$ cat src/rtl/lmac_tx_fifo_stats.sv
// Transmit FIFO for the LMAC: buffers packet words, paces packets with a
// rate-dependent inter-packet gap, and keeps packet/byte statistics.
module lmac_tx_fifo_stats #(
   parameter int DW      = 64,
   parameter int DEPTH   = 32,
   parameter int CNT_W   = 32,
   parameter int IFG_CYC = 3,
   localparam int BW     = DW / 8,
   localparam int AW     = $clog2(DEPTH),
   localparam int BCW    = $clog2(BW) + 1
) (
   input  logic             clk,
   input  logic             rst,
   input  logic [1:0]       mode,
   input  logic             tx_we,
   input  logic [DW-1:0]    tx_data,
   input  logic             tx_last,
   input  logic [BCW-1:0]   tx_bytes,
   output logic             txfifo_full,
   output logic [AW:0]      txfifo_wused,
   output logic             out_valid,
   input  logic             out_ready,
   output logic [DW-1:0]    out_data,
   output logic             out_last,
   output logic [BCW-1:0]   out_bytes,
   output logic [1:0]       tx_state,
   output logic [CNT_W-1:0] tx_pkt_sent,
   output logic [CNT_W-1:0] tx_byte_sent,
   output logic             wr_overflow
);

   localparam int EW = 1 + BCW + DW;
   localparam int GW = $clog2(IFG_CYC * 10) + 1;

   typedef enum logic [1:0] {
      IDLE = 2'd0,
      SEND = 2'd1,
      GAP  = 2'd2
   } state_t;

   logic [EW-1:0] mem [DEPTH];
   logic [AW-1:0] wr_ptr;
   logic [AW-1:0] rd_ptr;
   logic [AW:0]   wused;
   logic          empty;
   logic          wr_acc;
   logic          rd;

   state_t        state;
   state_t        state_n;
   logic [GW-1:0] gap_cnt;
   logic [GW-1:0] gap_n;
   logic [GW-1:0] gap_load;
   logic [1:0]    mode_q;
   logic [1:0]    mode_n;

   logic [15:0]   pkt_bytes;
   logic [15:0]   pkt_add;
   logic [16:0]   pkt_sum;
   logic [15:0]   pkt_sat;
   logic [BCW-1:0] eff_bytes;

   assign empty        = (wused == '0);
   assign txfifo_full  = (wused == (AW+1)'(DEPTH));
   assign txfifo_wused = wused;
   assign wr_acc       = tx_we && !txfifo_full;
   assign out_valid    = (state == SEND) && !empty;
   assign rd           = out_valid && out_ready;
   assign tx_state     = state;

   assign {out_last, out_bytes, out_data} = mem[rd_ptr];

   // Storage is deliberately left out of reset; only pointers define content.
   always_ff @(posedge clk) begin
      if (wr_acc) mem[wr_ptr] <= {tx_last, tx_bytes, tx_data};
   end

   always_ff @(posedge clk or posedge rst) begin
      if (rst) begin
         wr_ptr      <= '0;
         rd_ptr      <= '0;
         wused       <= '0;
         wr_overflow <= 1'b0;
      end else begin
         if (wr_acc) wr_ptr <= wr_ptr + AW'(1);
         if (rd) rd_ptr <= rd_ptr + AW'(1);
         if (wr_acc && !rd) wused <= wused + (AW+1)'(1);
         else if (!wr_acc && rd) wused <= wused - (AW+1)'(1);
         if (tx_we && txfifo_full) wr_overflow <= 1'b1;
      end
   end

   always_comb begin
      case (mode_q)
         2'd0:    gap_load = GW'(IFG_CYC - 1);
         2'd1:    gap_load = GW'(IFG_CYC * 2 - 1);
         2'd2:    gap_load = GW'(IFG_CYC * 4 - 1);
         default: gap_load = GW'(IFG_CYC * 10 - 1);
      endcase
   end

   always_comb begin
      state_n = state;
      gap_n   = gap_cnt;
      mode_n  = mode_q;
      case (state)
         IDLE: begin
            if (!empty) begin
               state_n = SEND;
               mode_n  = mode;
            end
         end
         SEND: begin
            if (rd && out_last) begin
               state_n = GAP;
               gap_n   = gap_load;
            end
         end
         GAP: begin
            if (gap_cnt == '0) state_n = IDLE;
            else gap_n = gap_cnt - GW'(1);
         end
         default: state_n = IDLE;
      endcase
   end

   always_ff @(posedge clk or posedge rst) begin
      if (rst) begin
         state   <= IDLE;
         gap_cnt <= '0;
         mode_q  <= 2'd0;
      end else begin
         state   <= state_n;
         gap_cnt <= gap_n;
         mode_q  <= mode_n;
      end
   end

   // Out-of-range byte counts on a last word are treated as a full word.
   assign eff_bytes = ((out_bytes == '0) || (out_bytes > BCW'(BW))) ? BCW'(BW) : out_bytes;
   assign pkt_add   = out_last ? 16'(eff_bytes) : 16'(BW);
   assign pkt_sum   = {1'b0, pkt_bytes} + {1'b0, pkt_add};
   assign pkt_sat   = pkt_sum[16] ? 16'hFFFF : pkt_sum[15:0];

   always_ff @(posedge clk or posedge rst) begin
      if (rst) begin
         pkt_bytes    <= '0;
         tx_pkt_sent  <= '0;
         tx_byte_sent <= '0;
      end else if (rd) begin
         if (out_last) begin
            pkt_bytes    <= '0;
            tx_pkt_sent  <= tx_pkt_sent + CNT_W'(1);
            tx_byte_sent <= tx_byte_sent + CNT_W'(pkt_sat);
         end else begin
            pkt_bytes <= pkt_sat;
         end
      end
   end

endmodule
$ cat config.mk
export PLATFORM = sky130hd
export DESIGN_NAME = lmac_tx_fifo_stats
export DESIGN_NICKNAME = d
export VERILOG_FILES = /design/src/rtl/lmac_tx_fifo_stats.sv
export SDC_FILE = /design/constraint.sdc
export NUM_CORES = 2
export LEC_CHECK = 0
export ABC_AREA = 1
export BUFFER_PORTS_ARGS = -buffer_cell sky130_fd_sc_hd__buf_2
export CORE_UTILIZATION = 55
export DETAILED_ROUTE_END_ITERATION = 10
export MAX_ROUTING_LAYER = met4
export PLACE_DENSITY_LB_ADDON = 0.1
export SYNTH_ARGS = -nofsm -noshare
export SYNTH_HDL_FRONTEND = slang
export SYNTH_SLANG_ARGS = --single-unit
$ cat constraint.sdc
create_clock -name clk -period 7.5 [get_ports clk]
set_clock_uncertainty 0.05 [all_clocks]
set_input_delay 1.125 -clock clk [delete_from_list [all_inputs] [get_ports clk]]
set_output_delay 1.125 -clock clk [all_outputs]
set_load 0.05 [all_outputs]
# --- Word-level counts from Yosys, hierarchy flattened ---
# Memories as Yosys holds them, arrays and structs flattened.
# Cells that the tools add are included.
word_totals:
  reg_bits: 107
  mem_bits_rw: 2208
  input_bits: 75
  word_cells: 69
  memories: 1
mem_list:
  columns: ["memory", "depth", "word_bits", "rd", "rd_ports_with_merged_regs", "write_ports", "line_no", "source"]
  rows:
  - ["mem", 32, 69, 1, 0, 1, "41", "logic [EW-1:0] mem [DEPTH];"]
classes:
  add_sub_neg: 8
  order_cmp: 1
  eq_ne: 9
  mux: 16
  bitwise_logic: 1
  reduce_logical: 23
ops:
  columns: ["operator", "n"]
  rows:
  - ["$add 32x1->32 const B", 1]
  - ["$add 32x16->32", 1]
  - ["$mux 16", 2]
  - ["$mux 6", 4]
  - ["$add 16x4->17", 1]
  - ["$pmux 5 s3", 1]
  - ["$logic_not 6->1", 2]
  - ["$pmux 6 s2", 1]
  - ["$sub 6x1->6 const B", 2]
  - ["$add 5x1->5 const B", 2]
  - ["$mux 4", 2]
  - ["$logic_and 1x1->1", 7]
  - ["$add 6x1->6 const B", 1]
  - ["$eq 6x6->1 const B", 1]
  - ["$mux 2", 3]
  - ["$ne 2x2->1 const B", 3]
  - ["$pmux 2 s3", 1]
  - ["$reduce_and 3->1", 2]
  - ["$eq 2x1->1 const B", 2]
  - ["$eq 2x2->1 const B", 2]
  - ["$gt 4x4->1 const B", 1]
  - ["$logic_not 1->1", 4]
  - ["$logic_not 2->1", 2]
  - ["$logic_not 4->1", 1]
  - ["other kinds (6)", 9]

# --- Logic depth before layout (Yosys ltp) ---
# An unclocked memory read counts as a cell.
logic_depth:
  word_depth: 8
  mapped_depth: 38

# --- Worst setup path after synthesis ---
# Ideal clock, no wire load.
synth_path:
  path_kind: "reg2reg"
  from: "register wused[0] (netlist: txfifo_wused[0])"
  to: "memory mem[11][0] (netlist name), enable pin"
  setup_time_ns: 0.497
  arrival_time_ns: 4.617
  required_time_ns: 6.953
  path_slack_ns: 2.336
  stages_incl_launch_ff: 7
  n_path_buf: 0
  synth_period_minus_slack_ns: 5.164
  cell_sequence: "dfrtp_1 > nor2_1 > nand3_1 > nor2_1 > nor2_2 > nand2_1 > nor2_1"
synth_via:
  elab_chain_len: 5
synth_lines:
  columns: ["item", "line_no", "source"]
  rows:
  - ["start, declared", "44", "logic [AW:0] wused;"]
  - ["start signal, assigned", "87", "if (wr_acc && !rd) wused <= wused + (AW+1)'(1);"]
  - ["start signal, assigned", "88", "else if (!wr_acc && rd) wused <= wused - (AW+1)'(1);"]
  - ["$eq 6x6->1", "64", "assign txfifo_full = (wused == (AW+1)'(DEPTH));"]
  - ["net txfifo_full", "19", "output logic txfifo_full,"]
  - ["$logic_not 1->1", "66", "assign wr_acc = tx_we && !txfifo_full;"]
  - ["$logic_and 1x1->1", "66", null]
  - ["net wr_acc", "46", "logic wr_acc;"]
  - ["$mux 1", "75", "if (wr_acc) mem[wr_ptr] <= {tx_last, tx_bytes, tx_data};"]
  - ["$mux 1 (implied by the code)", "75", null]
  - ["end, declared", "41", null]
# The timed path passes the listed nets, and every way through them passes these cells.

# --- Worst setup path after layout ---
layout_path:
  from: "register rd_ptr[0]"
  to: "output out_data[47]"
layout_via:
  elab_chain_len: 1
layout_lines:
  columns: ["item", "line_no", "source"]
  rows:
  - ["start, declared", "43", "logic [AW-1:0] rd_ptr;"]
  - ["start signal, assigned", "86", "if (rd) rd_ptr <= rd_ptr + AW'(1);"]
  - ["$mem_v2 32x69", null, null]
  - ["end, declared", "23", "output logic [DW-1:0] out_data,"]
# Every way passes these cells.

==> results.cfg <==
[yosys]
synth_area_mm2 = 0.0937
async_flop_share = 0.0462
synth-main-ff-cell = edfxtp_1
yosysMostFrequentCell = edfxtp_1
yosys.area.top_type = edfxtp_1
yosys-top-cells-area = edfxtp_1 (71%), nor2_1 (6.3%), o21ai_0 (6.1%)
synth_common_cells = edfxtp_1 (2208), nor2_1 (1571), o21ai_0 (1151)
synth_seq_area_share = 0.736
synth_edf_count = 2208
synth.avg_cell_area_um2 = 12.2
yosysWarnings = 0
synthCells = 7671
synth_nets = 7782
ys_ff_latch = 2315
synth_top_area_share = 0.707
ys_types = 36

[sta]
period_share = 0.875
maxSlewViolCount = 0
rsz0062_at_grt = false
hold_viol = 0
worst_slack_ns = 0.941
finalSetupViolations = 0
period_needed_ns = 6.56
tightest_slew_ns = 1.25
fmax_ghz = 0.152
tns_ns = 0
relSlewSlack = 0.165

[flow_run]
maxCapViolations = 0

[placed_design]
pre_cts_ws_ns = 1.41
io_buffers = 218
dp.final_hpwl_um = 122000
gp_congestion = 0.878

[global_routing]
track_usage = 0.310
use_met1 = 0.426
grt_overflow = 0
use_met2 = 0.489
grt_max_degree = 226
grt_pass1_wl_um = 383000
grt-busiest-layer = met2
antenna_found_initial = 14
grtUsageMet3 = 0.0403
grt_pass1_vias = 57705

[floorplan]
fp.dieH_um = 415
core_area_mm2 = 0.169
start_util = 0.554
io_pins = 219
die_width_um = 415
die-area_mm2 = 0.172
rows = 151

[setup_path]
cp_max_fo = 102
reg2reg_to = tx_byte_sent[20]
reg2reg_slack_ns = 1.31
critical_path.slowest_cell = buf_4
critPathMaxStageDelay_ns = 0.91
cp_cell_sequence = inv_8 -> buf_4 -> buf_4 -> o21ai_0 -> o22ai_1 -> nand2_1 -> nand3_1 -> nor2_1 -> nor2_1 -> buf_2
required_ns = 6.32
r2r_cells = 33
r2r_start = rd_ptr[0]
cp-end-kind = primary output
worstSetupPathType = reg2out
worst_setup_path_start_kind = register
crit_buf_inv = 4
crit_arrival_ns = 5.38
critPathTopFamily = buffers and inverters

[final_layout]
area_growth_pct = 11.1
drive_gt1_frac = 0.0857
finalNetCount = 7846

[route]
viasPerCell = 6.14
dr.pass1.iters = 6
drt_iter0_drc = 7768
drc = 0
wl_per_cell_um = 25.8
drtAntennaViolNets = 0
routed-via-count = 62273
wl_um = 262000

[cts]
clk_pin_slew_ns = 0.06
cts_tree = yes
cts.sinks = 2315
cts_hold_buf = 0
clkLatencyLatePin_ns = 0.87
htree_levels = 4
numCtsBuffers = 228
clock_path_buffers = 3
cts_resized = 0
ctsRootBufferMaster = clkbuf_16
post_cts_buffers = 0

[pwr]
p_comb_frac = 0.364
power.switching_uw = 16600
max-vdd-ir-drop_mv = 0.392
power_density_mw_per_mm2 = 401
p_int_uw = 25100
p_sw_frac = 0.398
clockPowerShare = 0.266
leakagePower_uw = 0.0352
seqPwrFrac = 0.370

[worst_hold_path]
min_path_type = in2async

[status]
status = complete, no violations
[layout by cell type (no fill, tap or decap), drive strengths merged, types with 9 or more instances in the layout]
master,Yosys,final
edfxtp,2208,2208
nor2,1573,1573
o21ai,1207,1207
nand2,846,846
o22ai,395,395
buf,169,311
clkbuf,308,280
nand3,268,268
inv,187,197
o211ai,121,121
dfrtp,107,107
clkinv,1,101
a21oi,56,56
nand4,41,41
xor2,36,36
ha,33,33
nor3,28,28
xnor2,26,26
o21a,25,25
bufinv,0,20
diode,0,12
o221ai,9,9
[worst reg2reg max path, delay by kind of cell (launching register included)]
kind	cells	cell delay [ns]
compound gates	3	0.30
fa+ha+maj	3	0.95
simple gates	22	2.49
buf+inv	5	1.45
flops	1	0.80
[cell families after synthesis]
group                      share of synthesized area
and+or+nand+nor                                0.117
DFF                                            0.736
AOI/OAI and AO/OA                              0.107
buffers and inverters                         0.0295
xor gates and xnor gates                     0.00579
adders and majority gates                    0.00505
muxes                                       0.000120
[power groups by stage]
stage | logic [µW] | registers (µW) | clock network, µW
after floorplan | 10300 | 15800 | 0
after global placement | 15000 | 15700 | 0
after detailed placement | 15100 | 15700 | 0
after CTS | 15100 | 15400 | 11200
after global routing | 16400 | 15500 | 11700
final | 15200 | 15400 | 11100
[worst max path at each step]
stage                               start                to  slack, ns  depth (start not counted)
after floorplan           txfifo_wused[0]        mem[11][0]       2.34                          6
after global placement          rd_ptr[0]  tx_byte_sent[20]       1.34                         33
after detailed placement        rd_ptr[0]  tx_byte_sent[20]       1.41                         33
after CTS                       rd_ptr[0]      out_data[47]       0.87                         10
after global routing            rd_ptr[0]      out_data[47]       0.67                         10
final                           rd_ptr[0]      out_data[47]       0.94                         10
[cell type report]
| class | count | area (µm²) |
|---|---|---|
| diodes | 12 | 30.0 |
| clock buffers | 280 | 5960 |
| clock inverters | 135 | 1200 |
| fillers | 13172 | 65200 |
| inverters | 188 | 757 |
| multi-input cells | 4691 | 22200 |
| flip-flops and latches | 2315 | 69000 |
| well taps | 2218 | 2780 |
| repair buffers | 311 | 2140 |
[stage by stage]
step	hold slack, ns	std cells	area [µm²]	util	total power, µW
after global routing	0.371	10143	104000	0.615	43600
after global placement	0.384	9723	96900	0.572	30700
after CTS	0.318	10138	104000	0.615	41800
after detailed placement	0.390	9723	96900	0.572	30800
final	0.345	10150	104000	0.615	41800
after floorplan	0.406	7671	93700	-	26100
[metal layers]
| layer | wire, µm | vias to the layer above | share of wire |
|---|---|---|---|
| met4 | 7100 | 0 | 0.027 |
| met5 | 0 | - | 0 |
| met3 | 20800 | 452 | 0.079 |
| li1 | - | 27809 | - |
| met1 | 109000 | 31113 | 0.42 |
| met2 | 125000 | 2899 | 0.48 |
[sequential cells by signal (all words and copies together) (netlist names)]
signal	cells
pkt_bytes	16
mem	2208
mode_q	2
tx_state	2
wr_ptr	5
wr_overflow	1
tx_byte_sent	32
txfifo_wused	6
gap_cnt	6
tx_pkt_sent	32
rd_ptr	5
(Power assumes the default switching activity.)
